## src/rtl/pulsegen_core_if.sv

```systemverilog
`default_nettype none
// ============================================================================
// Module   : pulsegen_core_if
// Brief    : Control/status bundle for the PWM pulse generator: run enable,
//            period/duty load port and the PWM / end-of-period outputs.
// Revision : 1.0 - initial release
// ============================================================================
interface pulsegen_core_if #(
    parameter int WIDTH = 16
);
    logic             en;
    logic [WIDTH-1:0] period;
    logic [WIDTH-1:0] duty;
    logic             load;
    logic             pulse;
    logic             cycle_end;

    // Controller side: drives configuration, observes the waveform
    modport master (
        output en,
        output period,
        output duty,
        output load,
        input  pulse,
        input  cycle_end
    );

    // Generator side
    modport slave (
        input  en,
        input  period,
        input  duty,
        input  load,
        output pulse,
        output cycle_end
    );
endinterface : pulsegen_core_if
`default_nettype wire

```

## src/rtl/pulsegen_core.sv

```systemverilog
`default_nettype none
// ============================================================================
// Module   : pulsegen_core
// Brief    : PWM generator with double-buffered period/duty. New settings are
//            loaded into shadow registers and only reach the active registers
//            at a period boundary or while idle, so a running period is never
//            cut short or stretched.
// Revision : 1.0 - initial release
// ============================================================================
module pulsegen_core #(
    parameter int WIDTH          = 16,
    parameter int DEFAULT_PERIOD = 10,
    parameter int DEFAULT_DUTY   = 5
) (
    input  wire logic      clk,
    input  wire logic      rst_n,
    pulsegen_core_if.slave bus    // interface WIDTH must equal WIDTH here
);

    localparam logic [WIDTH-1:0] c_def_period = WIDTH'(DEFAULT_PERIOD);
    localparam logic [WIDTH-1:0] c_def_duty   = WIDTH'(DEFAULT_DUTY);
    localparam logic [WIDTH-1:0] c_zero       = '0;
    localparam logic [WIDTH-1:0] c_one        = WIDTH'(1);

    logic             r_run;
    logic [WIDTH-1:0] r_cnt;
    logic [WIDTH-1:0] r_per_act;
    logic [WIDTH-1:0] r_duty_act;
    logic [WIDTH-1:0] r_per_sh;
    logic [WIDTH-1:0] r_duty_sh;
    logic             r_pend;

    logic [WIDTH-1:0] w_last;        // P-1, with a programmed 0 behaving as P=1
    logic             w_at_last;
    logic             w_wrap;
    logic             w_apply_edge;

    // Period of 0 is treated as 1, so the last count is 0 in both cases
    assign w_last       = (r_per_act == c_zero) ? c_zero : (r_per_act - c_one);
    assign w_at_last    = (r_cnt == w_last);
    assign w_wrap       = bus.en & r_run & w_at_last;
    // Safe points to swap settings: the wrap edge, or any edge while idle
    assign w_apply_edge = w_wrap | ~r_run;

    assign bus.pulse     = r_run & (r_cnt < r_duty_act);
    assign bus.cycle_end = r_run & w_at_last;

    // Run tracking and period counter; the first enabled edge only arms r_run
    always_ff @(posedge clk or negedge rst_n) begin
        if (!rst_n) begin
            r_run <= 1'b0;
            r_cnt <= c_zero;
        end else begin
            r_run <= bus.en;
            if (!bus.en || !r_run || w_at_last) begin
                r_cnt <= c_zero;
            end else begin
                r_cnt <= r_cnt + c_one;
            end
        end
    end

    // Shadow capture and deferred hand-over of period/duty to the active set
    always_ff @(posedge clk or negedge rst_n) begin
        if (!rst_n) begin
            r_per_act  <= c_def_period;
            r_duty_act <= c_def_duty;
            r_per_sh   <= c_def_period;
            r_duty_sh  <= c_def_duty;
            r_pend     <= 1'b0;
        end else if (bus.load) begin
            r_per_sh  <= bus.period;
            r_duty_sh <= bus.duty;
            if (w_apply_edge) begin
                // Fresh values win over any older pending pair
                r_per_act  <= bus.period;
                r_duty_act <= bus.duty;
                r_pend     <= 1'b0;
            end else begin
                r_pend <= 1'b1;
            end
        end else if (r_pend && w_apply_edge) begin
            r_per_act  <= r_per_sh;
            r_duty_act <= r_duty_sh;
            r_pend     <= 1'b0;
        end
    end

endmodule : pulsegen_core
`default_nettype wire

```

## src/flat_wrapper.sv

```systemverilog
// flat-port wrapper written by rule: the top's interface ports become plain ports
module pulsegen_core_flat 
#(
    parameter int WIDTH          = 16,
    parameter int DEFAULT_PERIOD = 10,
    parameter int DEFAULT_DUTY   = 5
)
  (clk, rst_n, bus_en, bus_period, bus_duty, bus_load, bus_pulse, bus_cycle_end);
  pulsegen_core_if #(.WIDTH(WIDTH)) bus_i ();
  input  wire logic clk;
  input  wire logic rst_n;
  input wire logic [$bits(bus_i.en)-1:0] bus_en;
  input wire logic [$bits(bus_i.period)-1:0] bus_period;
  input wire logic [$bits(bus_i.duty)-1:0] bus_duty;
  input wire logic [$bits(bus_i.load)-1:0] bus_load;
  output wire logic [$bits(bus_i.pulse)-1:0] bus_pulse;
  output wire logic [$bits(bus_i.cycle_end)-1:0] bus_cycle_end;
  assign bus_i.en = bus_en;
  assign bus_i.period = bus_period;
  assign bus_i.duty = bus_duty;
  assign bus_i.load = bus_load;
  assign bus_pulse = bus_i.pulse;
  assign bus_cycle_end = bus_i.cycle_end;
  pulsegen_core #(.WIDTH(WIDTH), .DEFAULT_PERIOD(DEFAULT_PERIOD), .DEFAULT_DUTY(DEFAULT_DUTY)) u_core (.clk(clk), .rst_n(rst_n), .bus(bus_i));
endmodule
```

## config.mk

```make
export PLATFORM = sky130hd
export DESIGN_NAME = pulsegen_core_flat
export DESIGN_NICKNAME = d
export VERILOG_FILES = /design/src/rtl/pulsegen_core_if.sv /design/src/rtl/pulsegen_core.sv /design/src/flat_wrapper.sv
export SDC_FILE = /design/constraint.sdc
export NUM_CORES = 1
export LEC_CHECK = 0
export ABC_AREA = 1
export ABC_CLOCK_PERIOD_IN_PS = 2900
export CORE_MARGIN = 1.5
export CORE_UTILIZATION = 58
export DETAILED_ROUTE_END_ITERATION = 6
export PLACE_DENSITY = 0.8
export SETUP_SLACK_MARGIN = 0.4
export SLEW_MARGIN = 20
export SYNTH_ARGS = -nofsm -noshare
export SYNTH_HDL_FRONTEND = slang
export SYNTH_SLANG_ARGS = --single-unit
export TNS_END_PERCENT = 20
```

## constraint.sdc

```tcl
create_clock -name clk -period 2.9 [get_ports clk]
set_clock_uncertainty 0.15 [all_clocks]
set_input_delay 0.58 -clock clk [delete_from_list [all_inputs] [get_ports clk]]
set_output_delay 0.58 -clock clk [all_outputs]
set_load 0.05 [all_outputs]
```

# == Yosys cells after proc, flatten, opt, wreduce, memory -nomap -nowiden ==
# Index checks and enable logic that the tools add are counted.
# totals
output_inout_bits,2
input_bits,36
wordCells,37
regBits,82
# op_classes
order_cmp,1
n_addsub,2
reduce_logical,8
n_bitwise,6
mux,11
eq_ne,2
# ops
cell,n
$mux 16,8
$add 16x1->16 const B,1
$eq 16x16->1,1
$logic_not 16->1,1
$lt 16x16->1,1
$sub 16x1->16 const B,1
$and 1x1->1,4
$mux 1,3
$logic_not 1->1,2
$logic_or 1x1->1,2
$ne 2x1->1 const B,1
$reduce_and 2->1,1
$reduce_bool 2->1,1
$logic_and 1x1->1,1
$not 1->1,1
$or 1x1->1,1

# == Depth between registers and ports, before layout ==
# depth
word_depth,8
depth_mapped,19
mapped_depth_nobuf,18

# == Worst setup path before layout ==
# No wires, ideal clock.
# synth_path
kind,register to output
start,register u_core.r_per_act[1]
end,output port bus_cycle_end
n_path_buf,1
required_ns,2.170
arrival_ns,2.384
stages_incl_launch_ff,15
slack_ns,-0.214
path_cell_list,dfstp_2 inv_1 ha_1 nand2_1 nor2_2 nand2_4 buf_6 nand3_1 nand2_1 nand2_1 nor2_1 nand3b_1 nor3_1 nand3_1 nor2_1
# synth_between
elab_chain_cells,4
word_cells_on_any_way,5
cone_classes,add/sub (1); eq/ne (1); mux (1); bitwise (1); reduce/logical (1)
# synth_lines
item,line_no,text
start: declaration,pulsegen_core.sv:27,logic [WIDTH-1:0] r_per_act;
start signal: assignment,pulsegen_core.sv:66,r_per_act <= c_def_period;
start signal: assignment,pulsegen_core.sv:76,r_per_act <= bus.period;
start signal: assignment,pulsegen_core.sv:83,r_per_act <= r_per_sh;
$sub 16x1->16 or $logic_not 16->1 (tied branches),pulsegen_core.sv:39,assign w_last = (r_per_act == c_zero) ? c_zero : (r_per_act - c_one);
$mux 16 *,pulsegen_core.sv:39,
$eq 16x16->1 *,pulsegen_core.sv:40,assign w_at_last = (r_cnt == w_last);
$and 1x1->1 *,pulsegen_core.sv:46,assign bus.cycle_end = r_run & w_at_last;
end: declaration,flat_wrapper.sv:17,output wire logic [$bits(bus_i.cycle_end)-1:0] bus_cycle_end;
# Mark *: on every way between the ends. The rest lies on a longest branch, timed or not.

# == Final worst setup path ==
# Same ends and word-level chain as after synthesis.

==> results.md <==
* Drt pass-1 iters at 5
* Failing checks: setup timing
* Part of the power in registers at about 44%
* CP Data Required Time at between 2 and 2.5 ns
* Synth warnings at 0
* Dpl cell area at 0.00514 mm²
* Reg-to-Reg End: u_core.r_duty_act[3]
* Multi-input gate area at between 0.002 and 0.0025 mm²
* Register area at approximately 0.0021 mm²
* Total GRT Usage at approximately 31%
* Initial drt markers at approximately 360
* Final ANT Viol Nets at 0
* Max clock buf depth at 2
* Total power at ~3.0 mW
* Final WL at 12100 µm
* Gate Count Post-Synth at slightly above 600
* Final Hold Fails at 0
* Final instance area at about 0.0058 mm²
* Kind of critical path: reg -> out
* I/O pins at 38
* Via count at 4209
* Clk sink count at ~80
* Syn Area/Cell at between 7 and 8 µm²
* Num rows at 32
* Number of global-route vias before repair at 4215
* Library cells used by synthesis at 29
* Layout cells sized above 1 at between 20% and 30%
* Max VDD drop at 0.335 mV
* Worst setup startpoint: u_core.r_per_act[1]
* R2R depth at 19
* CP Capture Type: primary output
* Final core occ at 76.2%
* Rel. slew slack at between 60% and 70%
* Switching part of the total at between 30 and 40%
* Synth top area share at between 40% and 50%
* Worst slack at placement at ~0.055 ns
* RR Startpoint: u_core.r_per_act[1]
* Syn_nets at 663
* Wire per inst at between 15 and 20 µm
* Die Area at 0.00835 mm²
* Top cells by area, synth: dfrtp_1 41%, nand2_1 21%, nand3_1 6.5%
* # hold bufs at CTS at 0
* Inserted Clock Buffers at 9
* Grt ovf at 0
* Final net count at between 700 and 800
* Clk_lat worst skew at approximately 0.36 ns
* Port buffer count at 37
* Mapped Area at 0.00453 mm²
* R2r setup slk at ~0.090 ns
* Period utilisation layout at 109%
* Initial antenna violation count at 0
* Initial Util at about three fifths
* Fillers at between 500 and 600
* # DRC at 0
* CTS root buffer: clkbuf_8
* P_leak at ~2.9 nW
* Largest net degree at the start of global routing at 45
* Die H at approximately 91 µm
* Clock tree from TritonCTS: yes
* Die Span X at 91.4 µm
* Post-DP HPWL at 8190 µm
* Minimum clock period at between 3 and 4 ns
* Crit path setup slack, layout at -0.252 ns
* First-pass GRT wire length at ~20000 µm
* Cell taking the most area after synthesis: dfrtp_1
* Ys async rst share at 100%
* Power Dens Cells at between 500 and 600 mW/mm²
* ANT cells at 0
* H-tree levels at 3
* Hold Crit Class: in -> async
* Vias per inst at between 5 and 6
* CP Launch Type: flop
* Final GP Congestion at approximately 0.87
* Max FO, Critical Path at 8
* RSZ-0062 raised after global routing: yes
* EDFF count, synth at 0
* Max-slew violations at 0
* Outcome: complete, but fails checks
* Power Internal at 2.00 mW
* Max-Cap Viols at 0
* CORE AREA at around 0.0076 mm²
* Switching power total at 1.03 mW
* Synth Flop Type: dfrtp_1
* Combinational Power Share at 26.9%
* Highest Clock Rate at roughly 320 MHz
* Clock Power Share at between 20% and 30%
* Worst-Margin Slew at approximately 0.59 ns
* Post-synthesis sequential area ratio at a little under half
* Area Growth Syn to Fin at 28.7%
* Worst setup path endpoint: bus_cycle_end
* FF+latch count, synth at roughly 80
* Finish-stage setup viols at 2
* Worst Path Arrival at 2.42 ns
* CTS clk-pin slew, worst paths at approximately 0.1 ns
-- logic make-up after synthesis --
family          Yosys count  synth area share [%]
simple gates            404                  38.2
flops                    82                  45.5
buf+inv                  77                  7.54
compound gates           24                  2.85
fa+ha+maj                17                  4.70
xor+xnor                  6                  1.16
-- synthesized netlist by cell type, drive strengths merged (2+ instances only) --
library cell  number
nand3b             2
buf                9
nor3b              5
nor2              50
nand3             61
nor3              12
o21ai              6
inv               57
ha                17
a21oi             15
dfstp              8
xnor2              2
xor2               4
nand4             13
dfrtp             74
nand2            259
clkbuf            10
-- area by class of cell --
cell class	count	area share (%)
well taps	102	2.19
flip-flops and latches	82	35.5
inverters	58	3.73
clock inverters	6	1.27
repair buffers	75	13.4
multi-input cells	454	41.8
clock buffers	10	2.19
-- routing by layer --
layer  GRT usage (%)  vias to the layer above  part of all wire, %
met5               0                        -                    0
met4            9.51                        0                  1.4
met3            4.86                       12                  4.4
met2            51.4                      105                   49
met1            42.3                     2020                   45
li1                -                     2072                    -
-- how the worst min path moves through the flow --
stage	endpoint	slack [ns]	cells past startpoint
2_1_floorplan	u_core.r_cnt[0]	0.13	0
3_3_place_gp	u_core.r_duty_act[0]	0.30	2
3_5_place_dp	u_core.r_duty_act[0]	0.31	2
4_1_cts	u_core.r_cnt[7]	0.09	1
5_1_grt	u_core.r_cnt[15]	0.11	1
6_report	u_core.r_cnt[14]	0.06	1
-- timing repair --
item,in CTS,in global routing
pin swaps,34,5
gates cloned,5,0
endpoints found under the setup margin,49,51
setup buffers,12,3
gates resized for setup,58,21
-- per-stage QoR --
| stage | std cells | TNS, ns | hold slack [ns] |
|---|---|---|---|
| floorplan | 610 | 0 | 0.134 |
| global placement | 751 | 0 | 0.302 |
| detailed placement | 751 | 0 | 0.307 |
| CTS | 784 | -0.218 | 0.0854 |
| global route | 787 | -1.02 | 0.110 |
| finish | 787 | -0.275 | 0.0642 |
-- flip-flops by register name, indices dropped and copies added (netlist names) --
register	cells
u_core.r_cnt	16
u_core.r_duty_act	16
u_core.r_duty_sh	16
u_core.r_pend	1
u_core.r_per_act	16
u_core.r_per_sh	16
u_core.r_run	1
-- power groups by stage --
stage	registers [mW]	clock network, mW	logic [mW]
floorplan	1.33	0	0.443
global placement	1.35	0	0.658
detailed placement	1.35	0	0.671
CTS	1.34	0.877	0.768
global route	1.36	0.921	0.915
finish	1.35	0.871	0.815
-- critical path, cell delays in order, from the launching register on --
cell,delay (ns)
dfstp_2,0.57
inv_2,0.05
ha_4,0.17
nand2_4,0.10
nor2_4,0.06
nand2_4,0.10
buf_12,0.13
nand3_2,0.05
nand2_1,0.05
nand2_1,0.09
nor4_4,0.28
nand3_2,0.13
nor2_4,0.14
buf_12,0.14
-- cell usage in the layout, fill, tap and decap left out, types with 2 or more instances in the layout --
cell,Yosys,layout
dfstp_2,8,8
nand4_1,13,13
ha_4,0,3
inv_1,57,53
dfrtp_1,74,69
nor2_1,45,31
xor2_1,4,4
inv_2,0,4
clkbuf_8,0,9
a21oi_2,0,2
buf_12,0,8
dfrtp_2,0,5
clkdlybuf4s50_1,0,34
nor3b_1,5,5
nor3_2,0,5
buf_6,5,3
nor2_4,2,5
clkinvlp_4,0,2
nand3_2,2,6
nand2_2,0,28
o21ai_0,6,5
nor2_2,3,14
nand2_8,0,4
nand2_1,256,228
ha_1,17,14
nand3_1,59,54
buf_4,4,29
nand2_4,3,2
a21oi_1,15,13
xnor2_1,2,2
nor3_1,12,7
Power figures use the tool's default switching activity.
